**config.mk**
```make
export PLATFORM = sky130hd
export DESIGN_NAME = sample_byte_packer_flat
export DESIGN_NICKNAME = d
export VERILOG_FILES = /design/src/rtl/sample_byte_packer_pkg.sv /design/src/rtl/sample_byte_packer_if.sv /design/src/rtl/sample_byte_packer_fifo.sv /design/src/rtl/sample_byte_packer.sv /design/src/flat_wrapper.sv
export SDC_FILE = /design/constraint.sdc
export NUM_CORES = 1
export LEC_CHECK = 0
export CELL_PAD_IN_SITES_DETAIL_PLACEMENT = 1
export CELL_PAD_IN_SITES_GLOBAL_PLACEMENT = 1
export CORE_MARGIN = 2
export CORE_UTILIZATION = 40
export CTS_BUF_LIST = sky130_fd_sc_hd__clkbuf_8
export DETAILED_ROUTE_END_ITERATION = 10
export MAX_ROUTING_LAYER = met4
export PLACE_DENSITY_LB_ADDON = 0.2
export SYNTH_ARGS = -nofsm -noshare
export SYNTH_HDL_FRONTEND = slang
export SYNTH_HIERARCHICAL = 1
export SYNTH_SLANG_ARGS = --single-unit
export TNS_END_PERCENT = 20
```
**constraint.sdc**
```tcl
create_clock -name clk -period 2.9 [get_ports clk]
set_input_delay 0.435 -clock clk [delete_from_list [all_inputs] [get_ports clk]]
set_output_delay 0.435 -clock clk [all_outputs]
set_load 0.03 [all_outputs]
```
**src/rtl/sample_byte_packer_pkg.sv**
```systemverilog
`default_nettype none
// ============================================================================
//  Module      : scope_pkg
//  Description : Shared types, widths and the sample packing helper for the
//                sample byte packer.
//  Revision    : 1.0 - initial release
// ============================================================================
package scope_pkg;

    localparam int SAMPLE_W         = 12;
    localparam int BYTES_PER_SAMPLE = 3;
    localparam int PACKED_W         = 8 * BYTES_PER_SAMPLE;

    // Serializer states; IDLE means nothing is held for output.
    typedef enum logic [1:0] {
        IDLE = 2'd0,
        B0   = 2'd1,
        B1   = 2'd2,
        B2   = 2'd3
    } ser_state_t;

    // Channel 1 occupies the upper 12 bits so the bytes come out MSB first.
    function automatic logic [PACKED_W-1:0] pack(input logic [SAMPLE_W-1:0] c1,
                                                 input logic [SAMPLE_W-1:0] c2);
        return {c1, c2};
    endfunction

endpackage
`default_nettype wire

```
**src/rtl/sample_byte_packer_if.sv**
```systemverilog
`default_nettype none
// ============================================================================
//  Module      : sample_byte_packer_if
//  Description : Sample input, byte stream output and status signals of the
//                sample byte packer.
//  Revision    : 1.0 - initial release
// ============================================================================
interface sample_byte_packer_if;
    import scope_pkg::*;

    logic                sample_valid;
    logic [SAMPLE_W-1:0] data_ch1;
    logic [SAMPLE_W-1:0] data_ch2;
    logic [7:0]          out_data;
    logic                out_valid;
    logic                out_ready;
    logic                overflow;
    logic [7:0]          drop_count;
    logic                busy;

    // Packer side.
    modport slave (
        input  sample_valid, data_ch1, data_ch2, out_ready,
        output out_data, out_valid, overflow, drop_count, busy
    );

    // Producer/consumer side.
    modport master (
        output sample_valid, data_ch1, data_ch2, out_ready,
        input  out_data, out_valid, overflow, drop_count, busy
    );

endinterface
`default_nettype wire

```
**src/rtl/sample_byte_packer_fifo.sv**
```systemverilog
`default_nettype none
// ============================================================================
//  Module      : sample_fifo
//  Description : Show-ahead FIFO of packed samples. Pointers carry one extra
//                wrap bit to tell full from empty.
//  Revision    : 1.0 - initial release
// ============================================================================
module sample_fifo #(
    parameter int WIDTH = 24,
    parameter int DEPTH = 4
) (
    input  wire logic             clk,
    input  wire logic             reset,
    input  wire logic             wr_en,
    input  wire logic [WIDTH-1:0] wr_data,
    input  wire logic             rd_en,
    output logic      [WIDTH-1:0] rd_data,
    output logic                  full,
    output logic                  empty
);

    localparam int AW = $clog2(DEPTH);

    logic [WIDTH-1:0] r_mem [DEPTH];
    logic [AW:0]      r_wr_ptr;
    logic [AW:0]      r_rd_ptr;

    // Pointer advance; the caller never writes a full FIFO without popping.
    always_ff @(posedge clk) begin
        if (reset) begin
            r_wr_ptr <= '0;
            r_rd_ptr <= '0;
        end else begin
            if (wr_en) r_wr_ptr <= r_wr_ptr + 1'b1;
            if (rd_en) r_rd_ptr <= r_rd_ptr + 1'b1;
        end
    end

    // Storage needs no reset: the pointers define which entries are live.
    always_ff @(posedge clk) begin
        if (wr_en) r_mem[r_wr_ptr[AW-1:0]] <= wr_data;
    end

    assign rd_data = r_mem[r_rd_ptr[AW-1:0]];
    assign empty   = (r_wr_ptr == r_rd_ptr);
    assign full    = (r_wr_ptr[AW] != r_rd_ptr[AW]) &&
                     (r_wr_ptr[AW-1:0] == r_rd_ptr[AW-1:0]);

endmodule
`default_nettype wire

```
**src/rtl/sample_byte_packer.sv**
```systemverilog
`default_nettype none
// ============================================================================
//  Module      : sample_byte_packer
//  Description : Packs dual-channel 12-bit sample pairs into three bytes and
//                streams them on a valid/ready byte interface, buffering
//                samples across short output stalls and counting drops.
//  Revision    : 1.0 - initial release
// ============================================================================
module sample_byte_packer
    import scope_pkg::*;
#(
    parameter int DEPTH = 4
) (
    input  wire logic           clk,
    input  wire logic           reset,
    sample_byte_packer_if.slave bus
);

    logic                w_fifo_wr;
    logic                w_fifo_full;
    logic                w_fifo_empty;
    logic [PACKED_W-1:0] w_fifo_wr_data;
    logic [PACKED_W-1:0] w_fifo_rd_data;
    logic                w_pop;
    logic                w_handshake;
    logic                w_drop;

    ser_state_t          r_state;
    ser_state_t          w_state_n;
    logic [PACKED_W-1:0] r_hold;
    logic [PACKED_W-1:0] w_hold_n;
    logic [7:0]          r_out_data;
    logic [7:0]          w_out_data_n;
    logic                r_out_valid;
    logic                r_overflow;
    logic [7:0]          r_drop_count;

    assign w_fifo_wr_data = pack(bus.data_ch1, bus.data_ch2);
    assign w_handshake    = r_out_valid && bus.out_ready;
    // A pop in the same cycle frees the slot, so a full buffer still accepts.
    assign w_fifo_wr      = bus.sample_valid && (!w_fifo_full || w_pop);
    assign w_drop         = bus.sample_valid && w_fifo_full && !w_pop;

    sample_fifo #(
        .WIDTH (PACKED_W),
        .DEPTH (DEPTH)
    ) u_fifo (
        .clk     (clk),
        .reset   (reset),
        .wr_en   (w_fifo_wr),
        .wr_data (w_fifo_wr_data),
        .rd_en   (w_pop),
        .rd_data (w_fifo_rd_data),
        .full    (w_fifo_full),
        .empty   (w_fifo_empty)
    );

    // Serializer next state, holding register load and next output byte.
    always_comb begin
        w_state_n    = r_state;
        w_hold_n     = r_hold;
        w_pop        = 1'b0;
        w_out_data_n = 8'h00;
        case (r_state)
            IDLE: begin
                if (!w_fifo_empty) begin
                    w_pop     = 1'b1;
                    w_hold_n  = w_fifo_rd_data;
                    w_state_n = B0;
                end
            end
            B0: if (w_handshake) w_state_n = B1;
            B1: if (w_handshake) w_state_n = B2;
            B2: begin
                if (w_handshake) begin
                    // Reload straight into B0 so back-to-back samples leave no gap.
                    if (!w_fifo_empty) begin
                        w_pop     = 1'b1;
                        w_hold_n  = w_fifo_rd_data;
                        w_state_n = B0;
                    end else begin
                        w_state_n = IDLE;
                    end
                end
            end
            default: w_state_n = IDLE;
        endcase
        case (w_state_n)
            B0:      w_out_data_n = w_hold_n[PACKED_W-1 -: 8];
            B1:      w_out_data_n = w_hold_n[PACKED_W-9 -: 8];
            B2:      w_out_data_n = w_hold_n[7:0];
            default: w_out_data_n = 8'h00;
        endcase
    end

    // Serializer state, holding register and registered byte outputs.
    always_ff @(posedge clk) begin
        if (reset) begin
            r_state     <= IDLE;
            r_hold      <= '0;
            r_out_data  <= 8'h00;
            r_out_valid <= 1'b0;
        end else begin
            r_state     <= w_state_n;
            r_hold      <= w_hold_n;
            r_out_data  <= w_out_data_n;
            r_out_valid <= (w_state_n != IDLE);
        end
    end

    // Sticky overflow flag and saturating drop counter.
    always_ff @(posedge clk) begin
        if (reset) begin
            r_overflow   <= 1'b0;
            r_drop_count <= 8'h00;
        end else if (w_drop) begin
            r_overflow <= 1'b1;
            if (r_drop_count != 8'hFF) r_drop_count <= r_drop_count + 8'd1;
        end
    end

    assign bus.out_data   = r_out_data;
    assign bus.out_valid  = r_out_valid;
    assign bus.overflow   = r_overflow;
    assign bus.drop_count = r_drop_count;
    assign bus.busy       = !w_fifo_empty || (r_state != IDLE);

endmodule
`default_nettype wire

```
**src/flat_wrapper.sv**
```systemverilog
// flat-port wrapper written by rule: the top's interface ports become plain ports
module sample_byte_packer_flat import scope_pkg::*;
#(
    parameter int DEPTH = 4
)
  (clk, reset, bus_sample_valid, bus_data_ch1, bus_data_ch2, bus_out_ready, bus_out_data, bus_out_valid, bus_overflow, bus_drop_count, bus_busy);
  sample_byte_packer_if bus_i ();
  input  wire logic clk;
  input  wire logic reset;
  input wire logic [$bits(bus_i.sample_valid)-1:0] bus_sample_valid;
  input wire logic [$bits(bus_i.data_ch1)-1:0] bus_data_ch1;
  input wire logic [$bits(bus_i.data_ch2)-1:0] bus_data_ch2;
  input wire logic [$bits(bus_i.out_ready)-1:0] bus_out_ready;
  output wire logic [$bits(bus_i.out_data)-1:0] bus_out_data;
  output wire logic [$bits(bus_i.out_valid)-1:0] bus_out_valid;
  output wire logic [$bits(bus_i.overflow)-1:0] bus_overflow;
  output wire logic [$bits(bus_i.drop_count)-1:0] bus_drop_count;
  output wire logic [$bits(bus_i.busy)-1:0] bus_busy;
  assign bus_i.sample_valid = bus_sample_valid;
  assign bus_i.data_ch1 = bus_data_ch1;
  assign bus_i.data_ch2 = bus_data_ch2;
  assign bus_i.out_ready = bus_out_ready;
  assign bus_out_data = bus_i.out_data;
  assign bus_out_valid = bus_i.out_valid;
  assign bus_overflow = bus_i.overflow;
  assign bus_drop_count = bus_i.drop_count;
  assign bus_busy = bus_i.busy;
  sample_byte_packer #(.DEPTH(DEPTH)) u_core (.clk(clk), .reset(reset), .bus(bus_i));
endmodule
```
==> out/metrics.cfg <==
[sta]
slew_headroom_pct = 48.2
period_needed_ns = 2.68
slew_violations = 0
setup_violations = 0
period_share_pct = 92.5
tightest_slew_ns = 0.775
setup_total_negative_slack_ns = 0
worst_slack_ns = 0.218
fin_skew_ns = 0.0140
rsz0062_at_grt = false
clock.fmax_mhz = 373
hold_viol_final = 0

[clocking]
cts_tree = yes
clkSlewWorstSetupHoldPaths_ns = 0.08
cts_max_level = 4
numCtsBuffers = 17
cts.sinks = 148
post_cts_resized = 0
clockBufferDepth = 2
cts_root_buffer = clkbuf_8
clk_latency_ns = 0.45
cts_hold_buf = 0
post_cts_buffers = 0

[floorplan]
initial_utilization_pct = 41.4
ios = 47
dieArea_sq_um = 15500
core_area_sq_um = 14000
die_h_microns = 124
die_w_microns = 124
rows = 43

[pwr]
p_leak_uw = 0.00228
irDropWorstVdd_mv = 0.461
powerDensity_nw_per_um2 = 926

[setup_path]
slowest_stage = clkdlybuf4s50_1
arrival_ns = 2.25
crit_family = buffers and inverters
start_kind = flop
endpoint_kind = output port
crit_fanout = 5
critPathBufInv = 2
max_stage_delay_ns = 0.59
cp.required_ns = 2.47
reg2regPathDepth = 7
path_cells = xor2_1, nor3b_1, buf_4, nand2_1, clkdlybuf4s50_1
path_depth = 5
path_class = flop to output port

[grt]
grtUsageMet2_pct = 25.9
grtUsageMet1_pct = 20.6
overflow = 0
top_usage_layer = met2
antenna_found_initial = 0
grt_pass1_wl_microns = 18900
track_usage_pct = 16.4
grt_pass1_vias = 3387
grt_max_degree = 29
grtUsageMet3_pct = 4.38

[logic_synthesis]
async_flop_share_pct = 0
ys_seq_area_share_pct = 67.7
ys_seq_elements = 148
syn_area_sq_um = 5790
ys.flop_type = edfxtp_1
synth_cell_type_count = 48
yosys_warnings = 6
netlist_instances = 358
syn_avg_cell_area_sq_um = 16.2
synth-edff-count = 96
synth_nets = 397

[layout]
area_delta_synth_final_pct = 17.8
final_layout_size_suffix_gt1_share_pct = 17.6
final_nets = 453
diodes = 0
fin_cells = 607
n_fill_cell = 1364

[route]
vias = 3198
ant_nets = 0
via_per_inst = 5.27
drt_iter0_markers = 204
drc_errors = 0
first_pass_iters = 4
wirelength_microns = 11700
wl_per_cell_microns = 19.3

[placement]
routabilityCongestion = 0.699
placed_cells = 575
pre_cts_slack_ns = 0.317
port_buffers = 46
hpwl_microns = 7520

[run_status]
status = finished, final reports clean

[job]
cap_violations = 0

[hold_path]
hold_depth = 2
hold_class = flop to flop

## layout by cell type, fill, tap and decap left out, drive strengths merged, types with 2 or more instances in the layout
cell type      instances
nor2                  37
or2                    3
nand2                  8
o21ai                  3
o32ai                  8
clkbuf                17
nand3b                 2
xor2                   2
mux4                  24
xnor2                  8
inv                   11
nand3                  2
clkdlybuf4s50         46
a21bo                  2
buf                   10
clkinvlp               3
nand2b                 2
ha                    11
mux2i                  3
dfxtp                 52
clkinv                 6
edfxtp                96
nor3b                  3
nor3                   6
mux2                   8
a21oi                  8
a22oi                 24
and2                   5
bufinv                 3
## cells in the mapped netlist (all sizes together) (3+ instances only)
| library cell | n | area, sq um |
|---|---|---|
| and2 | 5 | 31.3 |
| a22oi | 24 | 180 |
| nand2 | 8 | 30.0 |
| dfxtp | 52 | 1040 |
| buf | 12 | 113 |
| mux2 | 8 | 109 |
| edfxtp | 96 | 2880 |
| ha | 11 | 138 |
| nor3 | 6 | 41.3 |
| mux4 | 24 | 556 |
| clkbuf | 7 | 26.3 |
| nor2 | 37 | 139 |
| xnor2 | 8 | 70.1 |
| o21ai | 3 | 15.0 |
| o32ai | 8 | 70.1 |
| inv | 8 | 30.0 |
| or2 | 3 | 21.3 |
| a21oi | 8 | 40.0 |
| mux2i | 3 | 30.0 |
| nor3b | 3 | 22.5 |
## through the flow
stage | utilization [%] | total power (uW) | area [sq um] | hold WS, ns
after floorplan | - | 4310 | 5790 | 0.456
after global placement | 46.0 | 4710 | 6430 | 0.434
after detailed placement | 46.0 | 4770 | 6430 | 0.457
after CTS | 48.8 | 6390 | 6830 | 0.468
after global routing | 48.8 | 6650 | 6830 | 0.492
final | 48.8 | 6320 | 6830 | 0.458
## power breakdown
part           internal (uW)  total (uW)  switching, uW
sequential              2500        2600            101
combinational            946        2110           1160
clock                    840        1610            769
total                   4290        6320           2030
## metal layers
metal,vias to the layer above,routed length (microns)
met5,-,0
met4,0,164
met3,14,393
met2,53,5810
met1,1638,5370
li1,1493,-
## worst min-delay path, cell delays in order, from the launching register on
cell	delay (ns)
dfxtp_1	0.32
inv_1	0.05
a21oi_1	0.05
## layout make-up
cell class	count	area [sq um]	share of cell area, %
flip-flops and latches	148	3920	57.5
multi-input cells	183	1700	24.9
repair buffers	56	548	8.03
clock buffers	17	234	3.43
well taps	180	225	3.30
clock inverters	15	164	2.40
inverters	8	30.0	0.440
## registers in the layout, indices dropped and copies added, names as in the netlist, named ones only
register / count
u_core/bus.out_valid: 1
u_core/r_state: 2
u_core/bus.out_data: 8
u_core/r_hold: 24
u_core/u_fifo/r_rd_ptr: 3
u_core/bus.overflow: 1
u_core/u_fifo/r_wr_ptr: 3
u_core/bus.drop_count: 8
u_core/u_fifo/r_mem: 96
## worst paths after layout
path	start	endpoint	slack, ns
max	u_core/u_fifo/r_wr_ptr[0]	bus_busy	0.22
min	u_core/bus.overflow	u_core/bus.overflow	0.46
max reg2reg	u_core/u_fifo/r_wr_ptr[0]	u_core/bus.out_data[5]	0.38
min reg2reg	u_core/bus.overflow	u_core/bus.overflow	0.46
## logic make-up (layout without fill, tap and decap cells)
kind of cell | count (synthesis) | in the layout | share of synthesized area, %
fa+ha+maj | 11 | 11 | 2.38
buf+inv | 27 | 96 | 2.92
mux | 35 | 35 | 12.0
xor+xnor | 10 | 10 | 1.51
simple gates | 72 | 72 | 6.18
compound gates | 55 | 55 | 7.32
flops | 148 | 148 | 67.7
Power figures use the tool's default switching activity.
